$ cat config.mk
export PLATFORM = sky130hd
export DESIGN_NAME = mux_rr_scheduler
export DESIGN_NICKNAME = d
export VERILOG_FILES = /design/src/rtl/mux_rr_scheduler.sv
export SDC_FILE = /design/constraint.sdc
export NUM_CORES = 1
export LEC_CHECK = 0
export ABC_CLOCK_PERIOD_IN_PS = 2800
export CORE_MARGIN = 5
export CORE_UTILIZATION = 50
export CTS_BUF_LIST = sky130_fd_sc_hd__clkbuf_16
export DETAILED_ROUTE_END_ITERATION = 10
export PLACE_DENSITY = 0.82
export SLEW_MARGIN = 10
export SYNTH_ARGS = -nofsm -noshare
export SYNTH_HDL_FRONTEND = slang
export SYNTH_SLANG_ARGS = --single-unit
$ cat constraint.sdc
create_clock -name clk -period 2.8 [get_ports clk]
set_clock_uncertainty 0.2 [all_clocks]
set_input_delay 0.28 -clock clk [delete_from_list [all_inputs] [get_ports clk]]
set_output_delay 0.28 -clock clk [all_outputs]
set_load 0.01 [all_outputs]
$ cat src/rtl/mux_rr_scheduler.sv
// mux_rr_scheduler: two-lane round-robin byte scheduler with per-lane FIFOs and a registered, lane-tagged output stage.
module mux_rr_scheduler #(
    parameter int DATA_W = 8,
    parameter int DEPTH  = 4,
    parameter int CNT_W  = 3
) (
    input  logic              clk,
    input  logic              reset,
    input  logic [DATA_W-1:0] data_in_0,
    input  logic              valid_in_0,
    output logic              ready_0,
    input  logic [DATA_W-1:0] data_in_1,
    input  logic              valid_in_1,
    output logic              ready_1,
    output logic [DATA_W-1:0] data_out,
    output logic              valid_out,
    output logic              lane_out,
    input  logic              ready_out,
    output logic [CNT_W-1:0]  count_0,
    output logic [CNT_W-1:0]  count_1
);
    localparam int PW = $clog2(DEPTH);

    logic [DATA_W-1:0] mem_0 [DEPTH];
    logic [DATA_W-1:0] mem_1 [DEPTH];
    logic [PW-1:0]     wr_ptr_0, rd_ptr_0, wr_ptr_1, rd_ptr_1;
    logic              last_grant;
    logic              push_0, push_1, pop_0, pop_1;
    logic              ne_0, ne_1, load_en, grant_en, grant;

    // Emptiness and fullness come from registered counts only, so a push is never granted in its own cycle.
    always_comb begin
        ready_0  = count_0 < CNT_W'(DEPTH);
        ready_1  = count_1 < CNT_W'(DEPTH);
        push_0   = valid_in_0 && ready_0;
        push_1   = valid_in_1 && ready_1;
        ne_0     = count_0 != '0;
        ne_1     = count_1 != '0;
        load_en  = !valid_out || ready_out;
        grant_en = load_en && (ne_0 || ne_1);
        grant    = (ne_0 && ne_1) ? ~last_grant : ne_1;
        pop_0    = grant_en && !grant;
        pop_1    = grant_en && grant;
    end

    always_ff @(posedge clk) begin
        if (push_0) mem_0[wr_ptr_0] <= data_in_0;
        if (push_1) mem_1[wr_ptr_1] <= data_in_1;
    end

    always_ff @(posedge clk) begin
        if (reset) begin
            wr_ptr_0   <= '0;
            rd_ptr_0   <= '0;
            wr_ptr_1   <= '0;
            rd_ptr_1   <= '0;
            count_0    <= '0;
            count_1    <= '0;
            valid_out  <= 1'b0;
            data_out   <= '0;
            lane_out   <= 1'b0;
            last_grant <= 1'b1;
        end else begin
            if (push_0) wr_ptr_0 <= wr_ptr_0 + PW'(1);
            if (push_1) wr_ptr_1 <= wr_ptr_1 + PW'(1);
            if (pop_0) rd_ptr_0 <= rd_ptr_0 + PW'(1);
            if (pop_1) rd_ptr_1 <= rd_ptr_1 + PW'(1);
            count_0 <= count_0 + CNT_W'(push_0) - CNT_W'(pop_0);
            count_1 <= count_1 + CNT_W'(push_1) - CNT_W'(pop_1);
            if (load_en) valid_out <= grant_en;
            if (grant_en) begin
                data_out   <= grant ? mem_1[rd_ptr_1] : mem_0[rd_ptr_0];
                lane_out   <= grant;
                last_grant <= grant;
            end
        end
    end
endmodule

==> run summary <==
======================================================================================
Minimum clock period after layout                                              2510 ps
Maximum count of clock buffers along a single path                                   2
Number of stages on the worst hold path                                              2
Number of hold-repair buffers added at the cts stage                                 0
Worst hold slack across all endpoints                                           319 ps
Io pins                                                                             39
DR iter-0 viols                                                                     90
Final Hold Fails                                                                     0
EDFF count, synth                                                                   64
Number of distinct standard cells referenced by the synthesized netlist             30
Iteration count of the initial detailed-routing pass                                 4
Clock latency of the later-clocked register in the worst-skew pair              330 ps
Post-synth net total                                                               256
Synthesis-to-layout area growth                                                  21.2%
Vertical extent of the die                                                95.4 microns
Via count of the first global-routing pass                                       2,054
Count of H-tree levels built during CTS                                              3
Cell area after synthesis                                                   3640 sq um
Sort of element at the end of the critical path                              flip-flop
Worst EP required                                                              2810 ps
Pin count of the biggest net entering global routing                                22
Maximum net fanout on the critical path                                              5
Synthesized flop and latch total                                                    93
RSZ-0062 raised after global routing                                                no
Slew Limit Headroom                                                              61.4%
Highest-count cells in the layout ignoring fill and taps                  64 x edfxtp_1, 38 x clkdlybuf4s50_1, 29 x dfxtp_1
Number of cells traversed by the worst register-to-register path                     9
Data arrival time of the critical path                                         2520 ps
Layout fillers                                                                     535
Fraction of the yosys area taken by sequential cells                             68.7%
Synth async-reset ratio                                                             0%
Initial antenna violation count                                                      0
Gates resized, CTS repair                                                            0
Total negative setup slack                                                        0 ps
Area of the core                                                            7180 sq um
Critical Path Source Type                                                    flip-flop
Tcrit/Tclk final                                                                 89.5%
Share of cells above drive strength 1                                            15.6%
Detailed placer's ending HPWL                                             4450 microns
Post-synth top flop                                                           edfxtp_1
Routed length per placed instance                                         17.3 microns
Initial cell density of the core                                                 50.8%
MaxCap Viol Count                                                                    0
Most common cell after layout, fill and taps aside                            edfxtp_1
Post-Syn Area per Cell                                                      16.5 sq um
Wirelength, routed                                                        6360 microns
Global-route wire length before repair                                    10,100 microns
Cells after synthesis                                                              221
GP Congestion                                                                    0.742
Clock tree from TritonCTS                                                          yes
CTS clk-pin slew, worst paths                                                    60 ps
Design Area, Final                                                          4410 sq um
Top area cells in the synthesized netlist                                 edfxtp_1 53%, dfxtp_1 16%, mux4_2 9.9%
Final Slew Violations                                                                0
Placed standard-cell area                                                   4130 sq um
Area of the die                                                             9090 sq um
Total of buffers placed on input and output ports                                   38
Worst hold path class                                                          reg2reg
Number of nets in the layout                                                       299
Final routed DRC violation total                                                     0
Synth warnings                                                                       0
Master cell of the clock root buffer                                         clkbuf_16
All-Layer GR Usage                                                               15.6%
Leak                                                                           1.54 nW
Fmax                                                                         0.399 GHz
Clock sink count                                                                    93
Final setup viols                                                                    0
Power per Cell Area                                                        985 nW/um^2
Transition at the pin with the smallest max-transition slack                    579 ps
Startpoint-to-endpoint class of the critical path                              reg2reg
Library cell with the largest summed area after synthesis                     edfxtp_1
Setup Fix Bufs, Post-CTS                                                             0
Global-route congestion overflow total                                               0
Total inserted antenna cells                                                         0
Maximum ir drop on the vdd rail                                                 422 uV
Post-route antenna net violation count                                               0
Area share of the leading cell type in the synthesized netlist                   52.8%
Standard-cell row count                                                             31
Post-detailed-route via-to-cell ratio                                             5.29
Vias after detailed routing                                                      1,946
TritonCTS Buffers                                                                    9
Run status                                                                finished, final reports clean
Die Wd                                                                    95.4 microns
======================================================================================
[layer usage]
metal | vias to the layer above | GRT usage (%) | routed length (microns) | part of all wire, %
met2 | 61 | 26.7 | 3370 | 53
met4 | 0 | 7.33 | 121 | 1.9
met3 | 12 | 4.50 | 391 | 6.1
met1 | 966 | 18.0 | 2480 | 39
met5 | - | 0 | 0 | 0
li1 | 907 | - | - | -
[cell usage after synthesis, drive strengths merged (2+ instances only)]
master  instances
a21bo           2
nor2           21
and2            8
inv            14
nor2b           7
a21oi           5
or3             2
buf             5
clkbuf          6
fa              2
nand3b          2
a222oi          8
xnor2           8
dfxtp          29
nor3            3
edfxtp         64
mux4           16
ha             12
[worst max-delay path, stage by stage (launching register included)]
cell     delay (ps)
dfxtp_1         350
or3_4           440
o211a_2         160
ha_1            270
inv_1            40
ha_1            190
fa_1            380
xnor2_1         170
xnor2_1         130
nor2_1           50
[kinds of logic (layout without fill, tap and decap cells)]
group,after synthesis,after routing,share of synthesized area (%)
xor gates and xnor gates,8,8,1.92
AOI/OAI and AO/OA,20,20,4.91
muxes,16,16,9.89
DFF,93,93,68.7
adders and majority gates,14,14,5.22
and+or+nand+nor,45,45,6.46
buffers and inverters,25,73,2.89
[where the power goes]
group          internal (mW)  switching, mW  leakage, nW  total (mW)
Sequential              1.72          0.204        0.824        1.93
Combinational          0.696          0.583        0.564        1.28
Clock                  0.678          0.464        0.148        1.14
[registers in the layout, indices dropped and copies added (netlist names), 2 cells and up, named ones only]
| name | flops |
|---|---|
| mem_0 | 32 |
| mem_1 | 32 |
| data_out | 8 |
| count_0 | 3 |
| count_1 | 3 |
| rd_ptr_0 | 2 |
| rd_ptr_1 | 2 |
| wr_ptr_0 | 2 |
| wr_ptr_1 | 2 |
[layout make-up]
cell class / instances / area [sq um] / share of cell area, %
clock buffer: 9 / 225 / 5.10
multi-input combinational: 103 / 1030 / 23.4
timing repair buffer: 43 / 418 / 9.47
tap: 99 / 124 / 2.81
clock inverter: 7 / 57.6 / 1.30
inverter: 14 / 52.6 / 1.19
sequential: 93 / 2500 / 56.7
[metrics by stage]
step / util (%) / setup slack, ps / power [mW] / cells
2_1_floorplan: - / 176 / 2.76 / 221
3_3_place_gp: 57.6 / 223 / 3.18 / 352
3_5_place_dp: 57.6 / 159 / 3.24 / 352
4_1_cts: 61.5 / 276 / 4.39 / 368
5_1_grt: 61.5 / 151 / 4.60 / 368
6_report: 61.5 / 294 / 4.35 / 368
[worst paths after layout]
| path | startpoint | to | slack, ps |
|---|---|---|---|
| max | count_0[1] | count_0[2] | 290 |
| min | lane_out | lane_out | 320 |
| max reg2reg | count_0[1] | count_0[2] | 290 |
| min reg2reg | lane_out | lane_out | 320 |
(Power assumes the default switching activity.)
